==> src/rtl/branch_resolve.sv <==
// -----------------------------------------------------------------------------
// branch_resolve
//   EX-stage branch resolution for the pd5 pipeline. Decides taken/not-taken for
//   B-type, JAL and JALR using the comparator flags, computes the real target,
//   checks it against the fetch-stage prediction and, on a mispredict, issues a
//   registered one-cycle redirect followed by a multi-cycle front-end flush.
//   Keeps wrapping counters of resolved control transfers and mispredicts.
//
// Ports
//   clk_i, rst_ni           clock, asynchronous active-low reset
//   valid_i, stall_i        EX instruction present / not consumed this cycle
//   opcode_i, funct3_i      EX instruction decode fields
//   pc_i, imm_i, rs1_i      EX PC, sign-extended immediate, JALR base
//   breq_i, brlt_i          comparator flags (signedness already applied)
//   pred_taken_i/target_i   fetch-stage prediction
//   taken_o, illegal_o      combinational resolution of the accepted instruction
//   redirect_valid_o/pc_o   registered redirect strobe and correct next PC
//   flush_o                 kill IF/ID contents
//   branch_count_o          resolved control transfers
//   mispredict_count_o      mispredicts
// -----------------------------------------------------------------------------
module branch_resolve #(
    parameter int unsigned AWIDTH       = 32,
    parameter int unsigned DWIDTH       = 32,
    parameter int unsigned FLUSH_CYCLES = 2,
    parameter int unsigned CNT_W        = 32
) (
    input  logic              clk_i,
    input  logic              rst_ni,
    input  logic              valid_i,
    input  logic              stall_i,
    input  logic [6:0]        opcode_i,
    input  logic [2:0]        funct3_i,
    input  logic [AWIDTH-1:0] pc_i,
    input  logic [DWIDTH-1:0] imm_i,
    input  logic [DWIDTH-1:0] rs1_i,
    input  logic              breq_i,
    input  logic              brlt_i,
    input  logic              pred_taken_i,
    input  logic [AWIDTH-1:0] pred_target_i,
    output logic              taken_o,
    output logic              redirect_valid_o,
    output logic [AWIDTH-1:0] redirect_pc_o,
    output logic              flush_o,
    output logic              illegal_o,
    output logic [CNT_W-1:0]  branch_count_o,
    output logic [CNT_W-1:0]  mispredict_count_o
);

    localparam logic [6:0] OP_BRANCH = 7'b1100011;
    localparam logic [6:0] OP_JAL    = 7'b1101111;
    localparam logic [6:0] OP_JALR   = 7'b1100111;

    // Residual flush cycles after the REDIRECT cycle (FLUSH_CYCLES is 1..7).
    localparam logic [2:0] FLUSH_LAST = 3'(FLUSH_CYCLES - 1);

    typedef enum logic [1:0] {
        ST_IDLE,
        ST_REDIRECT,
        ST_FLUSH
    } state_e;

    state_e             state_q, state_d;
    logic [2:0]         cnt_q, cnt_d;
    logic               redirect_valid_q, redirect_valid_d;
    logic               flush_q, flush_d;
    logic [AWIDTH-1:0]  redirect_pc_q, redirect_pc_d;
    logic [CNT_W-1:0]   branch_cnt_q, branch_cnt_d;
    logic [CNT_W-1:0]   mispred_cnt_q, mispred_cnt_d;

    // Operands brought to PC width; sign extension/truncation keeps mod-2^AWIDTH sums.
    logic [AWIDTH-1:0]  imm_a;
    logic [AWIDTH-1:0]  rs1_a;
    logic [AWIDTH-1:0]  pc_rel_target;
    logic [AWIDTH-1:0]  jalr_sum;
    logic [AWIDTH-1:0]  target;
    logic [AWIDTH-1:0]  next_pc;

    logic is_branch;
    logic is_jal;
    logic is_jalr;
    logic is_ctrl;
    logic accept;
    logic branch_taken;
    logic branch_illegal;
    logic taken_raw;
    logic mispredict;

    assign imm_a = AWIDTH'($signed(imm_i));
    assign rs1_a = AWIDTH'($signed(rs1_i));

    always_comb begin
        is_branch = (opcode_i == OP_BRANCH);
        is_jal    = (opcode_i == OP_JAL);
        is_jalr   = (opcode_i == OP_JALR);
        is_ctrl   = is_branch | is_jal | is_jalr;

        // Wrong-path instructions behind a redirect are never accepted.
        accept    = valid_i & ~stall_i & (state_q == ST_IDLE);

        branch_taken   = 1'b0;
        branch_illegal = 1'b0;
        unique case (funct3_i)
            3'b000:          branch_taken = breq_i;
            3'b001:          branch_taken = ~breq_i;
            3'b100, 3'b110:  branch_taken = brlt_i;
            3'b101, 3'b111:  branch_taken = ~brlt_i;
            default:         branch_illegal = 1'b1;
        endcase

        taken_raw = is_jal | is_jalr | (is_branch & branch_taken);

        pc_rel_target = pc_i + imm_a;
        jalr_sum      = rs1_a + imm_a;
        target        = is_jalr ? {jalr_sum[AWIDTH-1:1], 1'b0} : pc_rel_target;
        next_pc       = taken_raw ? target : (pc_i + AWIDTH'(4));

        mispredict = accept & is_ctrl &
                     ((taken_raw != pred_taken_i) |
                      (taken_raw & (target != pred_target_i)));
    end

    assign taken_o   = accept & is_ctrl & taken_raw;
    assign illegal_o = accept & is_branch & branch_illegal;

    always_comb begin
        state_d       = state_q;
        cnt_d         = cnt_q;
        redirect_pc_d = redirect_pc_q;
        branch_cnt_d  = branch_cnt_q;
        mispred_cnt_d = mispred_cnt_q;

        if (accept & is_ctrl) begin
            branch_cnt_d = branch_cnt_q + CNT_W'(1);
        end

        unique case (state_q)
            ST_IDLE: begin
                if (mispredict) begin
                    state_d       = ST_REDIRECT;
                    redirect_pc_d = next_pc;
                    mispred_cnt_d = mispred_cnt_q + CNT_W'(1);
                end
            end
            ST_REDIRECT: begin
                cnt_d   = FLUSH_LAST;
                state_d = (FLUSH_LAST != 3'd0) ? ST_FLUSH : ST_IDLE;
            end
            ST_FLUSH: begin
                cnt_d = cnt_q - 3'd1;
                if (cnt_q <= 3'd1) begin
                    state_d = ST_IDLE;
                end
            end
            default: begin
                state_d = ST_IDLE;
            end
        endcase

        // Strobes are decoded from the next state so they leave a flop directly.
        redirect_valid_d = (state_d == ST_REDIRECT);
        flush_d          = (state_d != ST_IDLE);
    end

    always_ff @(posedge clk_i or negedge rst_ni) begin
        if (!rst_ni) begin
            state_q          <= ST_IDLE;
            cnt_q            <= '0;
            redirect_valid_q <= 1'b0;
            flush_q          <= 1'b0;
            redirect_pc_q    <= '0;
            branch_cnt_q     <= '0;
            mispred_cnt_q    <= '0;
        end else begin
            state_q          <= state_d;
            cnt_q            <= cnt_d;
            redirect_valid_q <= redirect_valid_d;
            flush_q          <= flush_d;
            redirect_pc_q    <= redirect_pc_d;
            branch_cnt_q     <= branch_cnt_d;
            mispred_cnt_q    <= mispred_cnt_d;
        end
    end

    assign redirect_valid_o   = redirect_valid_q;
    assign redirect_pc_o      = redirect_pc_q;
    assign flush_o            = flush_q;
    assign branch_count_o     = branch_cnt_q;
    assign mispredict_count_o = mispred_cnt_q;

endmodule

==> config.mk <==
export PLATFORM = sky130hd
export DESIGN_NAME = branch_resolve
export DESIGN_NICKNAME = d
export VERILOG_FILES = /design/src/rtl/branch_resolve.sv
export SDC_FILE = /design/constraint.sdc
export NUM_CORES = 1
export LEC_CHECK = 0
export ABC_AREA = 1
export BUFFER_PORTS_ARGS = -buffer_cell sky130_fd_sc_hd__buf_2
export CAP_MARGIN = 0
export CORE_ASPECT_RATIO = 0.7
export CORE_MARGIN = 2
export CORE_UTILIZATION = 50
export CTS_BUF_LIST = sky130_fd_sc_hd__clkbuf_2 sky130_fd_sc_hd__clkbuf_4 sky130_fd_sc_hd__clkbuf_8
export DETAILED_ROUTE_END_ITERATION = 10
export GPL_TIMING_DRIVEN = 1
export PLACE_DENSITY = 0.74
export SLEW_MARGIN = 10
export SYNTH_ARGS = -nofsm -noshare
export SYNTH_HDL_FRONTEND = slang
export SYNTH_SLANG_ARGS = --single-unit
==> constraint.sdc <==
create_clock -name clk_i -period 5.32 [get_ports clk_i]
set_input_delay 0.532 -clock clk_i [delete_from_list [all_inputs] [get_ports clk_i]]
set_output_delay 0.532 -clock clk_i [all_outputs]
set_load 0.1 [all_outputs]
==> results of run 1 <==
## cell type report
type,count,area [sq um],area share (%)
Multi-Input combinational cell,1545,7760,57.5
Timing Repair Buffer,249,1260,9.35
Tap cell,312,390,2.89
Clock buffer,10,138,1.02
Sequential cell,103,2580,19.1
Antenna cell,1,2.50,0.0186
Inverter,344,1290,9.57
Clock inverter,6,68.8,0.510
## final timing paths
path	start	slack [ns]	end	depth (start not counted)
max in group asynchronous	rst_ni	3.97	branch_count_o[18]	2
worst max register to register	state_q[0]	2.02	mispredict_count_o[25]	14
min in group clk_i	pc_i[1]	0.47	redirect_pc_o[1]	3
worst min-delay path	rst_ni	0.12	mispredict_count_o[5]	1
worst max-delay path	imm_i[1]	1.27	mispredict_count_o[25]	26
worst min register to register	branch_count_o[31]	0.48	branch_count_o[31]	1
## cells in the final DEF (no fill, tap or decap), types with 26 or more instances in the layout
| master | instances |
|---|---|
| ha_1 | 69 |
| o21ai_0 | 28 |
| dfrtp_1 | 103 |
| xnor2_1 | 26 |
| nand2_1 | 711 |
| nor2_1 | 189 |
| a21oi_1 | 42 |
| nand3_1 | 234 |
| xor2_1 | 61 |
| inv_1 | 331 |
| nor3_1 | 32 |
| buf_2 | 243 |
| nand4_1 | 39 |
## through the flow
| stage | power (mW) | hold slack [ns] | instance area (sq um) |
|---|---|---|---|
| 3_5_place_dp | 2.34 | 0.463 | 13300 |
| 4_1_cts | 2.86 | 0.117 | 13500 |
| 2_1_floorplan | 1.96 | 0.236 | 11800 |
| 6_report | 2.86 | 0.117 | 13500 |
| 5_1_grt | 3.05 | 0.138 | 13500 |
| 3_3_place_gp | 2.32 | 0.455 | 13300 |
## cell families (layout without fill, tap and decap cells)
| kind of cell | Yosys count | count (layout) | synth area share (%) |
|---|---|---|---|
| adder cells (fa/ha/maj) | 71 | 71 | 7.67 |
| AO/OA/AOI/OAI | 111 | 111 | 5.36 |
| XOR/XNOR | 87 | 87 | 6.47 |
| other | 0 | 1 | 0 |
| flip-flops | 103 | 103 | 21.9 |
| AND/OR/NAND/NOR | 1276 | 1276 | 46.4 |
| buffers and inverters | 370 | 609 | 12.3 |
## per-layer routing
| metal | global-route usage (%) | up-vias | part of all wire [%] |
|---|---|---|---|
| li1 | - | 6810 | - |
| met2 | 49.4 | 606 | 41 |
| met5 | 0 | - | 0 |
| met4 | 10.1 | 0 | 3.1 |
| met3 | 4.99 | 78 | 8.2 |
| met1 | 49.1 | 6122 | 48 |
## report_power, final
part           leakage, nW  internal, mW  switching, mW
sequential            1.35         0.849         0.0481
combinational         6.62         0.384           1.07
clock                0.103         0.233          0.283
total                 8.07          1.47           1.40
## registers in the layout, indices dropped and copies added (netlist names)
signal              flops
branch_count_o         32
mispredict_count_o     32
redirect_pc_o          32
cnt_q                   3
state_q                 2
flush_o                 1
redirect_valid_o        1
==> metrics.csv, run 1 <==
metric,value,unit
finalHoldViolations,0,
cts_tree,yes,
synth_top_cell_by_area,nand2_1,
critical_path_peak_fanout,45,
syn-num-nets,2234,
overflow,0,
yosys_warnings,0,
crit_path_frequent_cell,nand2_1,
max_clock_freq,0.247,GHz
vias,13600,
slowest_stage,inv_2,
setup_violations,0,
cts_buffers,9,
fp-row-count,46,
status,finished clean,
drt_wl_total,41600,microns
fin_setup_tns,0,ns
worst_clock_skew,0.0113,ns
rsz0062_at_grt,false,
synth_top_area_share,22.7,%
worst_ir_drop_vdd,0.282,mV
die_h,132,microns
instances_no_fill,2570,
slew_violations,0,
portBuffers,244,
clkSlewWorstSetupHoldPaths,0.10,ns
synthTopCellsByCount,"711 x nand2_1, 331 x inv_1, 234 x nand3_1, 189 x nor2_1, 103 x dfrtp_1",
critPathLaunchType,input port,
arrival,4.31,ns
tightestPinTransition,0.829,ns
min_period_over_period,76.2,%
grt_start_max_net_pins,65,
cp.required,5.58,ns
pre_cts_ws,0.963,ns
synth_edf_count,0,
routabilityCongestion,0.996,
critPathTopFamily,simple AND/OR/NAND/NOR gates,
drc,0,
placed_cells,2553,
first_pass_iters,6,
core_area,0.0229,sq mm
powerDensity,212,mW/mm^2
htree_levels,3,
clock_latency,0.38,ns
maxSlewHeadroom,44.7,%
grt_pass1_vias,12300,
dr.first_iter.drc_count,1404,
cp_slowest_stage_delay,0.53,ns
post_cts_resized,0,
clockBufferDepth,2,
post-route-util,58.9,%
ys_types,36,
cp-end-kind,flop,
hold_path_class,in -> async,
ioPinCount,245,
seq_area_frac_synth,21.9,%
maxCapViolCount,0,
synth_flop_cell,dfrtp_1,
p_leak,8.07,nW
setup.worst_path.class,in -> reg,
avgSynthCellArea,5.84,sq um
ys_seq_elements,103,
start_util,51.4,%
cts_hold_buf,0,
dieArea,0.0248,sq mm
vias_per_cell,5.30,
synthArstFlopShare,100,%
path_buf_inv,5,
wl_per_cell,16.2,microns
yosys-top-cells-area,"nand2_1 23%, dfrtp_1 22%, inv_1 11%",
die_w,187,microns
area_growth,14.5,%
layout_setup_ws,1.27,ns
clock-root-buffer,clkbuf_8,
synthCells,2018,
drive_gt1_share,14.1,%
yosysMostFrequentCell,nand2_1,
dp_hpwl,35100,microns
clkSinkCount,103,
antenna_found_initial,1,
nets,2468,
grt_usage,33.1,%
fill_cells,2363,
min_period,4.05,ns
ant_nets,0,
grt_pass1_wl,65100,microns
synth_area,0.0118,sq mm
post_cts_buffers,0,
No activity file was read; power rests on OpenSTA's default activity.
==> inputs of run 2 (changes only) <==
--- a/config.mk
+++ b/config.mk
@@ -5,7 +5,7 @@
 export SDC_FILE = /design/constraint.sdc
 export NUM_CORES = 1
 export LEC_CHECK = 0
-export ABC_AREA = 1
+export ABC_AREA = 0
 export BUFFER_PORTS_ARGS = -buffer_cell sky130_fd_sc_hd__buf_2
 export CAP_MARGIN = 0
 export CORE_ASPECT_RATIO = 0.7
@@ -14,7 +14,7 @@
 export CTS_BUF_LIST = sky130_fd_sc_hd__clkbuf_2 sky130_fd_sc_hd__clkbuf_4 sky130_fd_sc_hd__clkbuf_8
 export DETAILED_ROUTE_END_ITERATION = 10
 export GPL_TIMING_DRIVEN = 1
-export PLACE_DENSITY = 0.74
+export PLACE_DENSITY = 0.75
 export SLEW_MARGIN = 10
 export SYNTH_ARGS = -nofsm -noshare
 export SYNTH_HDL_FRONTEND = slang
==> constraint.sdc (replaced) <==
create_clock -name clk_i -period 3.9 [get_ports clk_i]
set_input_delay 0.39 -clock clk_i [delete_from_list [all_inputs] [get_ports clk_i]]
set_output_delay 0.39 -clock clk_i [all_outputs]
set_load 0.1 [all_outputs]
==> run 2 against run 1 <==
  * The flow now finishes with violations (negative setup slack)
  * First-iteration DRC count shrank 21%
  * Sequential cell count is the same
  * Clock skew shrank 0.0026 ns
  * Count of clock-buffer cells in the layout grew 1
  * Setup slack lost 1.6 ns
  * Clock power grew 63%
  * Synthesized area shrank 8.8%
  * Largest cell class unchanged
==> metrics.csv, run 2 <==
metric,value,unit,change
status,"complete, but fails checks",,was finished clean
violations,negative setup slack,,
grt_pass1_vias,12200,,was 12300
clkSlewWorstSetupHoldPaths,0.10,ns,about the same
final_common_cell,buf_4,,was nand2_1
powerDensity,266,mW/mm^2,was 212 mW/mm^2
dr.first_iter.drc_count,1108,,was 1404
die_h,127,microns,was 132 microns
synth_top_area_share,24.0,%,was 22.7%
synth_top_cell_by_area,dfrtp_1,,was nand2_1
ant_nets,0,,unchanged
seq_area_frac_synth,24.0,%,was 21.9%
yosys_warnings,0,,unchanged
clock-root-buffer,clkbuf_8,,unchanged
setup_violations,67,,was 0
cts_tree,yes,,unchanged
vias_per_cell,5.87,,was 5.30
drt_wl_total,41500,microns,was 41600 microns
vias,12700,,was 13600
synthArstFlopShare,100,%,unchanged
drc,0,,unchanged
finalHoldViolations,0,,unchanged
layout_setup_ws,-0.311,ns,was 1.27 ns
cp-end-kind,flop,,unchanged
fin_area,0.0152,sq mm,was 0.0135 sq mm
die_w,179,microns,was 187 microns
worst_clock_skew,0.00871,ns,was 0.0113 ns
tightestPinTransition,0.916,ns,was 0.829 ns
rr_startpoint,state_q[0],,unchanged
synth_area,0.0107,sq mm,was 0.0118 sq mm
ys_types,75,,was 36
portBuffers,244,,unchanged
routabilityCongestion,0.999,,was 0.996
whs,0.464,ns,was 0.117 ns
clkSinkCount,103,,unchanged
setup.worst_path.class,in -> reg,,unchanged
core_area,0.0209,sq mm,was 0.0229 sq mm
htree_levels,3,,unchanged
yosysMostFrequentCell,nand2_1,,unchanged
nets,2092,,was 2468
worst_ir_drop_vdd,0.251,mV,was 0.282 mV
clockBufferDepth,2,,unchanged
post-route-util,72.7,%,was 58.9%
avgSynthCellArea,7.96,sq um,was 5.84 sq um
first_pass_iters,5,,was 6
p_leak,7.56,nW,was 8.07 nW
rsz0062_at_grt,true,,was false
yosys-top-cells-area,"dfrtp_1 24%, ha_1 8.0%, xor2_1 7.6%",,"was nand2_1 23%, dfrtp_1 22%, inv_1 11%"
syn-num-nets,1566,,was 2234
ioPinCount,245,,unchanged
dieArea,0.0227,sq mm,was 0.0248 sq mm
slew_violations,0,,unchanged
grt_start_max_net_pins,67,,was 65
fp-row-count,44,,was 46
wl_per_cell,19.2,microns,was 16.2 microns
antenna_found_initial,7,,was 1
placed_cells,2128,,was 2553
cp-startpoint,imm_i[19],,was imm_i[1]
max_clock_freq,0.237,GHz,
instances_no_fill,2162,,was 2570
synth_flop_cell,dfrtp_1,,unchanged
fin_setup_tns,-16.82,ns,was 0 ns
cp.required,4.16,ns,was 5.58 ns
start_util,51.4,%,about the same
drive_gt1_share,36.3,%,was 14.1%
overflow,0,,unchanged
ys_seq_elements,103,,unchanged
maxSlewHeadroom,38.5,%,was 44.7%
critPathLaunchType,input port,,unchanged
clock_latency,0.38,ns,about the same
synthCells,1350,,was 2018
min_period,4.21,ns,
arrival,4.47,ns,was 4.31 ns
maxCapViolCount,0,,unchanged
cts_buffers,9,,unchanged
area_growth,41.5,%,was 14.5%
dp_hpwl,34000,microns,was 35100 microns
min_period_over_period,108,%,
layout_common_cells,"329 x buf_4, 240 x buf_2, 128 x nand2_1",,"was 711 x nand2_1, 331 x inv_1, 243 x buf_2"
synthTopCellsByCount,"129 x nand2_1, 110 x nor2_1, 103 x dfrtp_1, 102 x a21oi_1, 93 x xor2_1",,"was 711 x nand2_1, 331 x inv_1, 234 x nand3_1, 189 x nor2_1, 103 x dfrtp_1"
hold_path_class,in -> async,,unchanged
grt_pass1_wl,64700,microns,was 65100 microns
place_area,0.0146,sq mm,was 0.0133 sq mm
critical_path_peak_fanout,5,,was 45
grt_usage,36.5,%,was 33.1%
synth_edf_count,0,,unchanged
==> run 2: final cells by class <==
class	instances	area, sq um
tap	276	345
fill	1672	5710
antenna	5	12.5
clock inverter	5	104
multi-input combinational	1156	8040
clock buffer	11	151
sequential	103	2580
timing repair buffer	585	3900
inverter	21	78.8
==> run 2: report_power, final <==
part	switching, mW	total [mW]	internal, mW
Combinational	1.17	2.06	0.885
Sequential	0.0307	1.14	1.11
Clock	0.379	0.840	0.462
==> run 2: logic make-up (layout without fill, tap and decap cells) <==
group | count (synthesis) | in the layout | synth area share, %
XOR/XNOR | 168 | 168 | 14.1
AO/OA/AOI/OAI | 341 | 341 | 20.7
multiplexers | 41 | 41 | 4.17
adder cells (fa/ha/maj) | 71 | 71 | 8.41
buffers and inverters | 91 | 622 | 3.46
flip-flops | 103 | 103 | 24.0
AND/OR/NAND/NOR | 535 | 535 | 25.2
other | 0 | 5 | 0
==> run 2: per-layer routing <==
layer	track usage, %	share of wire, %	vias up
li1	-	-	6035
met1	50.2	44	5968
met2	58.6	44	615
met3	7.28	9.1	75
met4	9.72	2.6	4
met5	0	0.067	-
==> run 2: path summary, 6_finish.rpt <==
kind                                          endpoint  slack (ns)  depth (start not counted)
worst max-delay path            mispredict_count_o[31]       -0.31                         19
worst min register to register       redirect_pc_o[12]        0.49                          2
min in group clk_i                   redirect_pc_o[12]        0.49                          2
max in group asynchronous            branch_count_o[4]        2.56                          3
worst max register to register      branch_count_o[31]        0.40                         14
worst min-delay path                 redirect_pc_o[23]        0.46                          2
==> run 2: worst max-delay path, cell delays in order <==
cell and delay, ns:
buf_2 0.11, buf_4 0.12, ha_1 0.35, a21oi_1 0.22, buf_4 0.15, o21ai_0 0.18
o41ai_1 0.45, a21oi_1 0.10, xor2_1 0.32, a21boi_0 0.24, nand2_1 0.12, nand4_1 0.17
or4_4 0.57, a2111oi_4 0.31, buf_6 0.20, buf_12 0.12, buf_6 0.12, nor4b_2 0.05
xor2_1 0.17
==> run 2: repair_timing <==
item | in CTS | in global routing
setup buffers | 8 | 4
pin swaps | 6 | 2
resized for setup | 43 | 13
hold endpoints to repair | 26 | 0
setup endpoints to repair | 67 | 67
cloned | 2 | 0
hold buffers | 1 | 0
==> run 2: through the flow <==
step	power (mW)	setup WS [ns]
floorplan	2.25	-0.0908
global placement	3.10	-0.929
detailed placement	3.14	-1.01
CTS	3.98	-0.211
global route	4.24	-0.398
finish	4.04	-0.311
==> inputs of run 3 (changes only) <==
--- a/config.mk
+++ b/config.mk
@@ -14,6 +14,7 @@
 export CTS_BUF_LIST = sky130_fd_sc_hd__clkbuf_2 sky130_fd_sc_hd__clkbuf_4 sky130_fd_sc_hd__clkbuf_8
 export DETAILED_ROUTE_END_ITERATION = 10
 export GPL_TIMING_DRIVEN = 1
+export MAX_ROUTING_LAYER = met4
 export PLACE_DENSITY = 0.75
 export SLEW_MARGIN = 10
 export SYNTH_ARGS = -nofsm -noshare
==> run 3 against run 2 <==
  * The flow still finishes with violations (negative setup slack)
  * Design area decreased by 0.26%
  * Routed wire length is 0.63% higher
  * Critical endpoint is now mispredict_count_o[26]
  * Largest cell class unchanged
  * First-iteration DRC count rose by 20%
  * Count of clock-buffer cells in the layout fell by 2
  * Hold slack worse by 0.30 ns
==> metrics.csv, run 3 (synthesis results as in run 2) <==
metric,value,unit,change
cts_tree,yes,,unchanged
cp_slowest_stage_delay,0.56,ns,was 0.57 ns
fp-row-count,44,,unchanged
antenna_found_initial,4,,was 7
dp_hpwl,33500,microns,was 34000 microns
vias,12800,,was 12700
die_w,179,microns,unchanged
drt_wl_total,41800,microns,was 41500 microns
critPathTopFamily,simple AND/OR/NAND/NOR gates,,was compound AO/OA/AOI/OAI gates
arrival,4.51,ns,was 4.47 ns
dieArea,0.0227,sq mm,unchanged
dr.first_iter.drc_count,1334,,was 1108
critical_path_peak_fanout,8,,was 5
status,"complete, but fails checks",,unchanged
p_leak,7.50,nW,was 7.56 nW
clkSlewWorstSetupHoldPaths,0.10,ns,about the same
powerDensity,265,mW/mm^2,was 266 mW/mm^2
violations,negative setup slack,,unchanged
setup.worst_path.class,in -> reg,,unchanged
htree_levels,3,,unchanged
rr_startpoint,state_q[0],,unchanged
start_util,51.4,%,unchanged
cts_buffers,9,,unchanged
clock-root-buffer,clkbuf_8,,unchanged
ant_nets,0,,unchanged
slew_violations,0,,unchanged
fin_setup_tns,-19.96,ns,was -16.82 ns
routabilityCongestion,1.00,,was 0.999
rsz0062_at_grt,true,,unchanged
critPathLaunchType,input port,,unchanged
pre_cts_ws,-0.721,ns,was -1.01 ns
post-route-util,72.5,%,was 72.7%
min_period,4.25,ns,was 4.21 ns
worst_ir_drop_vdd,0.256,mV,was 0.251 mV
min_period_over_period,109,%,was 108%
wl_per_cell,19.5,microns,was 19.2 microns
portBuffers,244,,unchanged
power_frac_seq,28.3,%,was 28.2%
finalHoldViolations,0,,unchanged
swShare,39.1,%,was 39.2%
grt_usage,36.4,%,was 36.5%
die_h,127,microns,unchanged
drive_gt1_share,36.0,%,was 36.3%
comb_power_share,50.1,%,was 51.0%
nets,2076,,was 2092
grt_start_max_net_pins,80,,was 67
maxSlewHeadroom,31.3,%,was 38.5%
tightestPinTransition,1.02,ns,was 0.916 ns
final_common_cell,buf_4,,unchanged
grt_pass1_vias,12100,,was 12200
fill_cells,1692,,was 1672
core_area,0.0209,sq mm,unchanged
clock_power_share,21.6,%,was 20.8%
layout_common_cells,"315 x buf_4, 241 x buf_2, 128 x nand2_1",,"was 329 x buf_4, 240 x buf_2, 128 x nand2_1"
max_clock_freq,0.235,GHz,was 0.237 GHz
whs,0.160,ns,was 0.464 ns
path_buf_inv,6,,unchanged
vias_per_cell,5.96,,was 5.87
multi_input_area,0.00812,sq mm,was 0.00804 sq mm
cp-end-kind,flop,,unchanged
slowest_stage,or4_4,,unchanged
maxCapViolCount,0,,unchanged
drc,0,,unchanged
cp-startpoint,pc_i[0],,was imm_i[19]
fin_area,0.0152,sq mm,about the same
clkSinkCount,103,,unchanged
ioPinCount,245,,unchanged
power_switching,1.57,mW,was 1.58 mW
clockBufferDepth,2,,unchanged
place_area,0.0145,sq mm,was 0.0146 sq mm
area_growth,41.2,%,was 41.5%
setup_violations,67,,unchanged
cp.required,4.16,ns,about the same
internal_power,2.45,mW,about the same
hold_path_class,in -> async,,unchanged
clock_latency,0.38,ns,about the same
crit_chain,buf_8 -> ha_4 -> inv_2 -> fa_2 -> nand2b_4 -> a211oi_4 -> o21ai_4 -> o41ai_4 -> mux2i_2 -> o2111ai_2 -> nor4_2 -> buf_4 -> nand4_1 -> or4_4 -> a2111oi_4 -> buf_4 -> buf_8 -> buf_12 -> nor4_4 -> xor2_1,,was buf_2 -> buf_4 -> ha_1 -> a21oi_1 -> buf_4 -> o21ai_0 -> o41ai_1 -> a21oi_1 -> xor2_1 -> a21boi_0 -> nand2_1 -> nand4_1 -> or4_4 -> a2111oi_4 -> buf_6 -> buf_12 -> buf_6 -> nor4b_2 -> xor2_1
placed_cells,2115,,was 2128
p_total,4.02,mW,was 4.04 mW
layout_setup_ws,-0.354,ns,was -0.311 ns
instances_no_fill,2145,,was 2162
regArea,0.00258,sq mm,unchanged
grt_pass1_wl,63300,microns,was 64700 microns
overflow,0,,unchanged
first_pass_iters,7,,was 5
worst_clock_skew,0.0156,ns,was 0.00871 ns
==> run 3: worst reg2reg max path, delay by kind of cell (launching register included) <==
kind / cells / cell delay, ns
buf+inv: 2 / 0.37
xor+xnor: 1 / 0.15
fa+ha+maj: 1 / 0.26
simple gates: 9 / 1.94
compound gates: 1 / 0.22
flops: 1 / 0.42
==> run 3: per-layer routing <==
layer  vias up  global-route usage [%]  wire [microns]
met5         -                       -               0
met4         0                    7.83            1180
met3        94                    6.62            3930
met2       668                    55.6           18500
met1      6035                    50.4           18100
li1       5996                       -               -
==> run 3: layout make-up <==
class,instances,area share (%)
tap,276,2.28
clock buffer,9,0.816
inverter,21,0.520
clock inverter,7,0.891
sequential,103,17.0
multi-input combinational,1156,53.5
antenna,4,0.0660
timing repair buffer,569,24.9
==> run 3: final timing paths <==
| check | to | slack (ns) | cells after the start |
|---|---|---|---|
| min in group clk_i | redirect_pc_o[0] | 0.43 | 4 |
| hold reg to reg | mispredict_count_o[31] | 0.48 | 1 |
| setup reg to reg | branch_count_o[31] | 0.46 | 14 |
| max in group asynchronous | redirect_pc_o[7] | 2.77 | 2 |
| setup / recovery | mispredict_count_o[26] | -0.35 | 20 |
| hold / removal | mispredict_count_o[20] | 0.16 | 1 |
==> run 3: power by group through the flow <==
stage	logic, mW	registers [mW]	clock network, mW
finish	2.02	1.14	0.868
CTS	1.96	1.14	0.863
global placement	1.90	1.16	0
detailed placement	1.94	1.16	0
global route	2.16	1.14	0.913
floorplan	0.865	1.39	0
==> run 3: timing repair <==
item | CTS | global route
setup endpoints to repair | 67 | 67
hold buffers | 0 | 0
gates cloned | 1 | 1
pin swaps | 1 | 23
buffers inserted | 4 | 4
gates resized for setup | 15 | 49
